==> src/rtl/pipe_pkg.sv <==
// Shared constants and stage record for the pipe_stage_chain codebase slice.
package pipe_pkg;

  localparam logic [31:0] PC_RESET_DEFAULT = 32'h0000_3000;
  localparam logic [31:0] NOP_INSTR        = 32'h0000_0000;
  localparam int unsigned REG_ZERO         = 0;

  // Reference layout of one stage at default widths (DATA_W=32, ADDR_W=5, CTRL_W=2).
  typedef struct packed {
    logic        valid;
    logic [31:0] pc;
    logic [31:0] instr;
    logic        wen;
    logic [4:0]  waddr;
    logic [1:0]  ctrl;
    logic [31:0] data;
  } stage_rec_t;

endpackage

==> src/rtl/pipe_stage_slot.sv <==
// One pipeline register stage: async active-low reset, flush-to-bubble, stall-hold.
module pipe_stage_slot
  import pipe_pkg::*;
#(
  parameter int unsigned DATA_W   = 32,
  parameter int unsigned ADDR_W   = 5,
  parameter int unsigned CTRL_W   = 2,
  parameter logic [31:0] PC_RESET = PC_RESET_DEFAULT
) (
  input  logic              clk,
  input  logic              reset,
  input  logic              stall,
  input  logic              flush,
  input  logic              in_valid,
  input  logic [31:0]       in_pc,
  input  logic [31:0]       in_instr,
  input  logic              in_wen,
  input  logic [ADDR_W-1:0] in_waddr,
  input  logic [CTRL_W-1:0] in_ctrl,
  input  logic [DATA_W-1:0] in_data,
  output logic              out_valid,
  output logic [31:0]       out_pc,
  output logic [31:0]       out_instr,
  output logic              out_wen,
  output logic [ADDR_W-1:0] out_waddr,
  output logic [CTRL_W-1:0] out_ctrl,
  output logic [DATA_W-1:0] out_data
);

  always_ff @(posedge clk or negedge reset) begin
    if (!reset) begin
      out_valid <= 1'b0;
      out_pc    <= PC_RESET;
      out_instr <= NOP_INSTR;
      out_wen   <= 1'b0;
      out_waddr <= '0;
      out_ctrl  <= '0;
      out_data  <= '0;
    end else if (flush) begin
      out_valid <= 1'b0;
      out_pc    <= PC_RESET;
      out_instr <= NOP_INSTR;
      out_wen   <= 1'b0;
      out_waddr <= '0;
      out_ctrl  <= '0;
      out_data  <= '0;
    end else if (!stall) begin
      out_valid <= in_valid;
      out_pc    <= in_pc;
      out_instr <= in_instr;
      out_wen   <= in_wen;
      out_waddr <= in_waddr;
      out_ctrl  <= in_ctrl;
      out_data  <= in_data;
    end
  end

endmodule

==> src/rtl/pipe_stage_chain.sv <==
// DEPTH-stage pipeline latch chain with valid/stall/flush and forwarding lookup.
// Optional counters stall_cnt/bubble_cnt enabled by PIPE_STAGE_CHAIN_STAT_EN.
module pipe_stage_chain
  import pipe_pkg::*;
#(
  parameter int unsigned DATA_W   = 32,
  parameter int unsigned ADDR_W   = 5,
  parameter int unsigned CTRL_W   = 2,
  parameter int unsigned DEPTH    = 1,
  parameter logic [31:0] PC_RESET = PC_RESET_DEFAULT
) (
  input  logic              clk,
  input  logic              reset,
  input  logic              stall,
  input  logic              flush,
  input  logic              in_valid,
  input  logic [31:0]       in_pc,
  input  logic [31:0]       in_instr,
  input  logic              in_wen,
  input  logic [ADDR_W-1:0] in_waddr,
  input  logic [CTRL_W-1:0] in_ctrl,
  input  logic [DATA_W-1:0] in_data,
  input  logic [ADDR_W-1:0] q_addr,
  output logic              out_valid,
  output logic [31:0]       out_pc,
  output logic [31:0]       out_instr,
  output logic              out_wen,
  output logic [ADDR_W-1:0] out_waddr,
  output logic [CTRL_W-1:0] out_ctrl,
  output logic [DATA_W-1:0] out_data,
  output logic              fwd_hit,
  output logic [DATA_W-1:0] fwd_data
`ifdef PIPE_STAGE_CHAIN_STAT_EN
  ,
  output logic [31:0]       stall_cnt,
  output logic [31:0]       bubble_cnt
`endif
);

  if (DEPTH < 1 || DEPTH > 4) begin : g_bad_depth
    $error("pipe_stage_chain: DEPTH must be in 1..4");
  end

  logic [DEPTH-1:0]             st_valid;
  logic [DEPTH-1:0][31:0]       st_pc;
  logic [DEPTH-1:0][31:0]       st_instr;
  logic [DEPTH-1:0]             st_wen;
  logic [DEPTH-1:0][ADDR_W-1:0] st_waddr;
  logic [DEPTH-1:0][CTRL_W-1:0] st_ctrl;
  logic [DEPTH-1:0][DATA_W-1:0] st_data;
  logic [DEPTH-1:0]             st_match;

  logic              s0_wen;
  logic [CTRL_W-1:0] s0_ctrl;

  // Bubbles never carry write intent; later stages inherit the sanitised fields.
  assign s0_wen  = in_valid & in_wen;
  assign s0_ctrl = in_valid ? in_ctrl : '0;

  for (genvar g = 0; g < DEPTH; g++) begin : g_stage
    if (g == 0) begin : g_head
      pipe_stage_slot #(
        .DATA_W   (DATA_W),
        .ADDR_W   (ADDR_W),
        .CTRL_W   (CTRL_W),
        .PC_RESET (PC_RESET)
      ) u_slot (
        .clk       (clk),
        .reset     (reset),
        .stall     (stall),
        .flush     (flush),
        .in_valid  (in_valid),
        .in_pc     (in_pc),
        .in_instr  (in_instr),
        .in_wen    (s0_wen),
        .in_waddr  (in_waddr),
        .in_ctrl   (s0_ctrl),
        .in_data   (in_data),
        .out_valid (st_valid[g]),
        .out_pc    (st_pc[g]),
        .out_instr (st_instr[g]),
        .out_wen   (st_wen[g]),
        .out_waddr (st_waddr[g]),
        .out_ctrl  (st_ctrl[g]),
        .out_data  (st_data[g])
      );
    end else begin : g_body
      pipe_stage_slot #(
        .DATA_W   (DATA_W),
        .ADDR_W   (ADDR_W),
        .CTRL_W   (CTRL_W),
        .PC_RESET (PC_RESET)
      ) u_slot (
        .clk       (clk),
        .reset     (reset),
        .stall     (stall),
        .flush     (flush),
        .in_valid  (st_valid[g-1]),
        .in_pc     (st_pc[g-1]),
        .in_instr  (st_instr[g-1]),
        .in_wen    (st_wen[g-1]),
        .in_waddr  (st_waddr[g-1]),
        .in_ctrl   (st_ctrl[g-1]),
        .in_data   (st_data[g-1]),
        .out_valid (st_valid[g]),
        .out_pc    (st_pc[g]),
        .out_instr (st_instr[g]),
        .out_wen   (st_wen[g]),
        .out_waddr (st_waddr[g]),
        .out_ctrl  (st_ctrl[g]),
        .out_data  (st_data[g])
      );
    end

    assign st_match[g] = st_valid[g] & st_wen[g] & (st_waddr[g] == q_addr)
                       & (q_addr != ADDR_W'(REG_ZERO));
  end

  // Youngest stage (index 0) wins: the first match found stops further updates.
  always_comb begin
    fwd_hit  = 1'b0;
    fwd_data = '0;
    for (int unsigned i = 0; i < DEPTH; i++) begin
      if (st_match[i] && !fwd_hit) begin
        fwd_hit  = 1'b1;
        fwd_data = st_data[i];
      end
    end
  end

  assign out_valid = st_valid[DEPTH-1];
  assign out_pc    = st_pc[DEPTH-1];
  assign out_instr = st_instr[DEPTH-1];
  assign out_wen   = st_valid[DEPTH-1] & st_wen[DEPTH-1];
  assign out_waddr = st_waddr[DEPTH-1];
  assign out_ctrl  = st_ctrl[DEPTH-1];
  assign out_data  = st_data[DEPTH-1];

`ifdef PIPE_STAGE_CHAIN_STAT_EN
  always_ff @(posedge clk or negedge reset) begin
    if (!reset) begin
      stall_cnt  <= '0;
      bubble_cnt <= '0;
    end else begin
      if (stall && !flush) stall_cnt <= stall_cnt + 32'd1;
      if (!out_valid)      bubble_cnt <= bubble_cnt + 32'd1;
    end
  end
`endif

endmodule

==> config.mk <==
export PLATFORM = sky130hd
export DESIGN_NAME = pipe_stage_chain
export DESIGN_NICKNAME = d
export VERILOG_FILES = /design/src/rtl/pipe_pkg.sv /design/src/rtl/pipe_stage_slot.sv /design/src/rtl/pipe_stage_chain.sv
export SDC_FILE = /design/constraint.sdc
export NUM_CORES = 1
export LEC_CHECK = 0
export CELL_PAD_IN_SITES_DETAIL_PLACEMENT = 1
export CELL_PAD_IN_SITES_GLOBAL_PLACEMENT = 2
export CORE_ASPECT_RATIO = 0.9
export CORE_MARGIN = 10
export CORE_UTILIZATION = 24
export DETAILED_ROUTE_END_ITERATION = 8
export GPL_TIMING_DRIVEN = 0
export PLACE_DENSITY_LB_ADDON = 0.1
export SLEW_MARGIN = 10
export SYNTH_ARGS = -nofsm -noshare
export SYNTH_HDL_FRONTEND = slang
export SYNTH_SLANG_ARGS = --single-unit
==> constraint.sdc <==
create_clock -name clk -period 2.5 [get_ports clk]
set_clock_uncertainty 0.2 [all_clocks]
set_input_delay 0.5 -clock clk [delete_from_list [all_inputs] [get_ports clk]]
set_output_delay 0.5 -clock clk [all_outputs]
set_load 0.01 [all_outputs]
==> results of run 1 <==
-- layer usage --
metal  routed length (um)  share of wire  track usage
met5                    0              0            0
met4                  167         0.0084       0.0338
met3                 2020           0.10       0.0721
met2                 9980           0.50        0.256
met1                 7720           0.39        0.163
-- power groups by stage --
stage / registers [mW] / clock network (mW) / logic [mW]
3_3_place_gp: 1.89 / 0 / 0.824
6_report: 1.86 / 1.58 / 0.903
2_1_floorplan: 1.93 / 0 / 0.288
5_1_grt: 1.87 / 1.70 / 0.979
4_1_cts: 1.86 / 1.65 / 0.905
3_5_place_dp: 1.89 / 0 / 0.849
-- cell families (layout without fill, tap and decap cells) --
group | after synthesis | in the layout | share of synthesized area
flops | 105 | 105 | 0.541
buf+inv | 33 | 324 | 0.0438
compound gates | 6 | 6 | 0.00876
xor+xnor | 5 | 5 | 0.00901
simple gates | 145 | 145 | 0.193
mux | 99 | 99 | 0.204
-- metrics by stage --
step	setup TNS (ns)	setup slack, ns	power (mW)
2_1_floorplan	0	0.359	2.22
3_3_place_gp	-422.27	-3.81	2.71
3_5_place_dp	-26.04	-0.873	2.74
4_1_cts	-6.79	-0.258	4.41
5_1_grt	-7.57	-0.267	4.56
6_report	-5.01	-0.190	4.34
-- path summary, 6_finish.rpt --
path / startpoint / to / slack, ns / cells after the start
worst max register to register: g_stage[0].g_head.u_slot.out_waddr[0]$_DFFE_PN0P_ / g_stage[0].g_head.u_slot.out_waddr[0]$_DFFE_PN0P_ / 1.39 / 3
max in group asynchronous: reset / g_stage[0].g_head.u_slot.out_pc[30]$_DFFE_PN0P_ / 0.96 / 3
worst min-delay path: g_stage[0].g_head.u_slot.out_pc[8]$_DFFE_PN0P_ / g_stage[0].g_head.u_slot.out_pc[8]$_DFFE_PN0P_ / 0.33 / 2
worst max-delay path: q_addr[4] / fwd_data[4] / -0.19 / 7
worst min register to register: g_stage[0].g_head.u_slot.out_pc[8]$_DFFE_PN0P_ / g_stage[0].g_head.u_slot.out_pc[8]$_DFFE_PN0P_ / 0.33 / 2
min in group asynchronous: reset / g_stage[0].g_head.u_slot.out_data[4]$_DFFE_PN0P_ / 0.46 / 2
-- cells in the final DEF, fill, tap and decap left out, drive strengths merged, types with 2 or more instances in the layout --
cell type	count
mux2i	99
xnor2	5
a21oi	2
dlygate4sd2	3
nor4b	32
nor2b	3
bufinv	2
nand2	2
dfrtp	103
clkinv	2
nor2	103
clkdlybuf4s50	212
buf	82
clkbuf	22
dfstp	2
a22oi	2
a211o	2
-- flip-flops by register name, indices dropped and copies added, names as in the netlist --
name                             count
g_stage.g_head.u_slot.out_pc        32
g_stage.g_head.u_slot.out_valid      1
g_stage.g_head.u_slot.out_instr     32
g_stage.g_head.u_slot.out_wen        1
g_stage.g_head.u_slot.out_ctrl       2
g_stage.g_head.u_slot.out_data      32
g_stage.g_head.u_slot.out_waddr      5
-- timing repair --
action | CTS | global route
hold buffers | 1 | 0
buffers inserted | 20 | 6
gates resized for setup | 187 | 20
hold endpoints to repair | 49 | 0
gates cloned | 1 | 0
setup endpoints to repair | 33 | 33
pin swaps | 8 | 6
-- final cells by class --
cell class,count,area [um^2],share of cell area
tap,255,319,0.0385
multi-input combinational,255,2130,0.257
clock buffer,11,243,0.0293
sequential,105,2630,0.318
clock inverter,4,77.6,0.00937
timing repair buffer,278,2660,0.322
buffer,31,210,0.0254
-- worst min-delay path, delay by kind of cell, from the launching register on --
family,cells,cell delay [ns]
simple gates,1,0.08
flops,1,0.34
mux,1,0.07
==> results.json, run 1 <==
{
  "synth_nets": 507,
  "layout.nets": 794,
  "yosysTopAreaCellShare": 0.531,
  "p_per_area_nw_per_um2": 524,
  "slowest_stage": "or4_4",
  "remaining_drc_errors": 0,
  "core_area_um2": 19900,
  "dpl.hpwl_um": 15000,
  "avgSynthCellArea_um2": 12.4,
  "ys_seq_elements": 105,
  "synthTopCellsByCount": "dfrtp_1, nor2_1, mux2i_1",
  "leakagePower_nw": 3.74,
  "cts_tree": "built",
  "antenna_found_initial": 0,
  "die_x_um": 170,
  "final_area_um2": 8280,
  "cts_buffer_depth": 2,
  "worstPathCellList": "dlygate4sd2_1 -> or4_4 -> nor2_8 -> buf_4 -> buf_12 -> nor4b_2 -> buf_2",
  "fmax_ghz": 0.372,
  "antennaDiodeCount": 0,
  "worstPathArrival_ns": 1.99,
  "synth_area_leaders": "dfrtp_1, mux2i_1, nor4b_2",
  "outcome": "finished with violations",
  "place_congestion": 0.726,
  "instances_no_fill": 939,
  "cp_num_buf_inv": 4,
  "drive_gt1_frac": 0.202,
  "ys_seq_area_frac": 0.541,
  "netSwitchingFraction": 0.261,
  "htreeDepth": 3,
  "yosysWarnings": 0,
  "grt.overflow.total": 0,
  "rows": 49,
  "critPathTopFamily": "simple AND/OR/NAND/NOR gates",
  "grt_start_max_net_pins": 55,
  "die_y_um": 155,
  "fin_crit_sh": 1.08,
  "placed_cells": 898,
  "grt_use_total": 0.149,
  "num_vias": 4119,
  "grt_pass1_vias": 4781,
  "crit_required_ns": 1.80,
  "initial_core_util": 0.244,
  "cp-start-kind": "input port",
  "port_buffers": 249,
  "drt_wl_total_um": 19900,
  "seqPwrFrac": 0.428,
  "max_stage_delay_ns": 0.58,
  "first_iter_violations": 125,
  "synth_top_flop_cell": "dfrtp_1",
  "synth-edff-count": 0,
  "max_cap_viol_count": 0,
  "boundaryPins": 252,
  "postPlaceCellArea_um2": 7700,
  "violations": "setup timing",
  "wire_per_inst_um": 21.2,
  "path_class": "input port to output pin",
  "synth_area_um2": 4860,
  "hp-class": "flop to flop",
  "crit_fanout": 10,
  "clk_pin_slew_ns": 0.07,
  "clockRootBuffer": "clkbuf_16",
  "ant_nets": 0,
  "switchingPower_mw": 1.13,
  "area_growth_pct": 70.4,
  "setup_ws_ns": -0.190,
  "vdd_drop_max_uv": 287,
  "ys_async_sr_fraction": 1.00,
  "slew_violations": 0,
  "internal_power_mw": 3.21,
  "firstDrtPassIters": 4,
  "comb_power_share": 0.208,
  "slew_headroom": 0.551,
  "syn_inst": 393,
  "cts_sinks": 105,
  "via_per_inst": 4.39,
  "grt_pass1_wl_um": 30100,
  "holdWs_ns": 0.326,
  "tightestPinTransition_ns": 0.674,
  "clockPowerShare": 0.363,
  "die_area_um2": 26300,
  "worst_setup_path_end_kind": "output pin",
  "post-route-min-period_ns": 2.69,
  "cts_made_buffers": 9,
  "synth_cell_types": 24,
  "fill_cells": 2172,
  "grt_setup_unrepaired": "true",
  "synth_top_area_cell": "dfrtp_1",
  "utilization": 0.415,
  "hold_viol": 0,
  "finalSetupViolations": 33,
  "clock_latency_ns": 0.35,
  "synth.most_common_cell": "dfrtp_1"
}
Power figures use the tool's default switching activity.
==> inputs of run 2 (changes only) <==
Settings changed: HOLD_SLACK_MARGIN set to 0.02.
==> results of run 2 <==
The final DEF is identical to that of run 1; final timing and power are the same.
==> variant, RTL diff (config.mk and constraints of run 1) <==
Set the package constant `REG_ZERO` to 1 (it was 0).
--- a/src/rtl/pipe_pkg.sv
+++ b/src/rtl/pipe_pkg.sv
@@ -5,3 +5,3 @@
   localparam logic [31:0] NOP_INSTR        = 32'h0000_0000;
-  localparam int unsigned REG_ZERO         = 0;
+  localparam int unsigned REG_ZERO         = 1;
 
Function: changed (Yosys sat finds a counterexample within 4 cycles, from zero or initial values and one cycle with reset low).
==> variant against run 1 <==
- cell count fell by 1.5%
- synthesized cell count increased by 0.25%
- sequential power about the same
- non-clock buffer count is 15 lower
- fmax grew 1.3%
- critical path depth shrank 1
- synthesized area decreased by 0.62%
- power decreased by 2.6%
- sequential cell count is the same
- largest cell class unchanged
- setup slack better by 34 ps
- count of clock-buffer cells in the layout unchanged
- final area rose by 0.30%
- the flow still finishes with violations (setup timing)
- routed wire length down 4.3%
==> variant: results (changes against run 1) <==
met2 WL post-DR 8994 um (was 9980 um); Static Leak 3.683 nW (was 3.737 nW); hold path start g_stage[0].g_head.u_slot.out_instr[6] (was g_stage[0].g_head.u_slot.out_pc[8]); Worst R2R End g_stage[0].g_head.u_slot.out_waddr[4] (was g_stage[0].g_head.u_slot.out_waddr[0]); Synth Area in Compound Gates 0.8811% (was 0.8756%); Total Power 4.223 mW (was 4.336 mW); RR Startpoint g_stage[0].g_head.u_slot.out_waddr[4] (was g_stage[0].g_head.u_slot.out_waddr[0]); VDD IR max 0.2963 mV (was 0.2872 mV); Synth Instances 394 (was 393); Top delay family on crit path buffers and inverters (was simple AND/OR/NAND/NOR gates); final-report setup violation count 33 (unchanged); final instance count without filler cells 925 (was 939); status complete, but fails checks (unchanged); layout cells sized above 1 18.66% (was 20.18%); setup TNS -4330 ps (was -5007 ps); Distinct cells, synth 21 (was 24); sequential area share after synthesis 54.47% (was 54.13%); Slew HR 59.56% (was 55.09%); failing checks setup timing (unchanged); first-pass GRT wire length 28,970 um (was 30,150 um); synth cell count leaders 103 x dfrtp_1, 102 x nor2_1, 99 x mux2i_1 (unchanged); post-synthesis mux area share 20.52% (was 20.40%); hold endpoint g_stage[0].g_head.u_slot.out_instr[6] (was g_stage[0].g_head.u_slot.out_pc[8]); Synth Net Count 508 (was 507); initial antenna violation count 1 (was 0); ranking of synthesized cells by area dfrtp_1 53%, mux2i_1 21%, nor4b_2 9.0% (was dfrtp_1 53%, mux2i_1 20%, nor4b_2 9.0%); DP HPWL 14,440 um (was 14,990 um); hold slack 326.8 ps (was 325.6 ps); clock power share 35.6% (was 36.3%); GRT met1 Usage 17.00% (was 16.34%); CP peak stage delay 490 ps (was 580 ps); Inst Count DP 899 (was 898); XOR/XNOR Fraction of Synth Area 0.9070% (was 0.9014%); switching fraction of total power 26.95% (was 26.06%); met3 global-route usage 6.917% (was 7.210%); post-CTS setup buffer count 7 (was 20); FF-to-FF path depth 2 (was 3); DRT iter0 DRCs 81 (was 125); gpl congestion 0.7502 (was 0.7255); pin count of the biggest net entering global routing 70 (was 55); routed vias 4,112 (was 4,119); DRT met1 WL 8035 um (was 7723 um); gr usage total 14.26% (was 14.94%); Final Worst Setup Slack -156.8 ps (was -190.4 ps)
-- variant: tightest hold or removal path: cells and delay by family (launching register included) --
family           cells  cell delay (ps)
muxes                1               70
and+or+nand+nor      1               80
DFF                  1              340
-- variant: cell type report --
cell class                 instances  area (um2)
multi-input combinational        255        2277
sequential                       105        2633
tap                              255       319.1
timing repair buffer             261        2521
clock buffer                      11       242.7
buffer                            33       246.5
clock inverter                     5       62.56
fill                            2130       11560
-- variant: worst max path at each step --
| stage | end | depth (start not counted) | startpoint |
|---|---|---|---|
| after floorplan | fwd_data[10] | 4 | q_addr[4] |
| after global placement | g_stage[0].g_head.u_slot.out_pc[21] | 1 | reset |
| after detailed placement | fwd_data[16] | 6 | q_addr[0] |
| after CTS | fwd_data[16] | 6 | g_stage[0].g_head.u_slot.out_waddr[4] |
| after global routing | fwd_data[15] | 6 | g_stage[0].g_head.u_slot.out_waddr[4] |
| final | fwd_data[25] | 6 | g_stage[0].g_head.u_slot.out_waddr[4] |
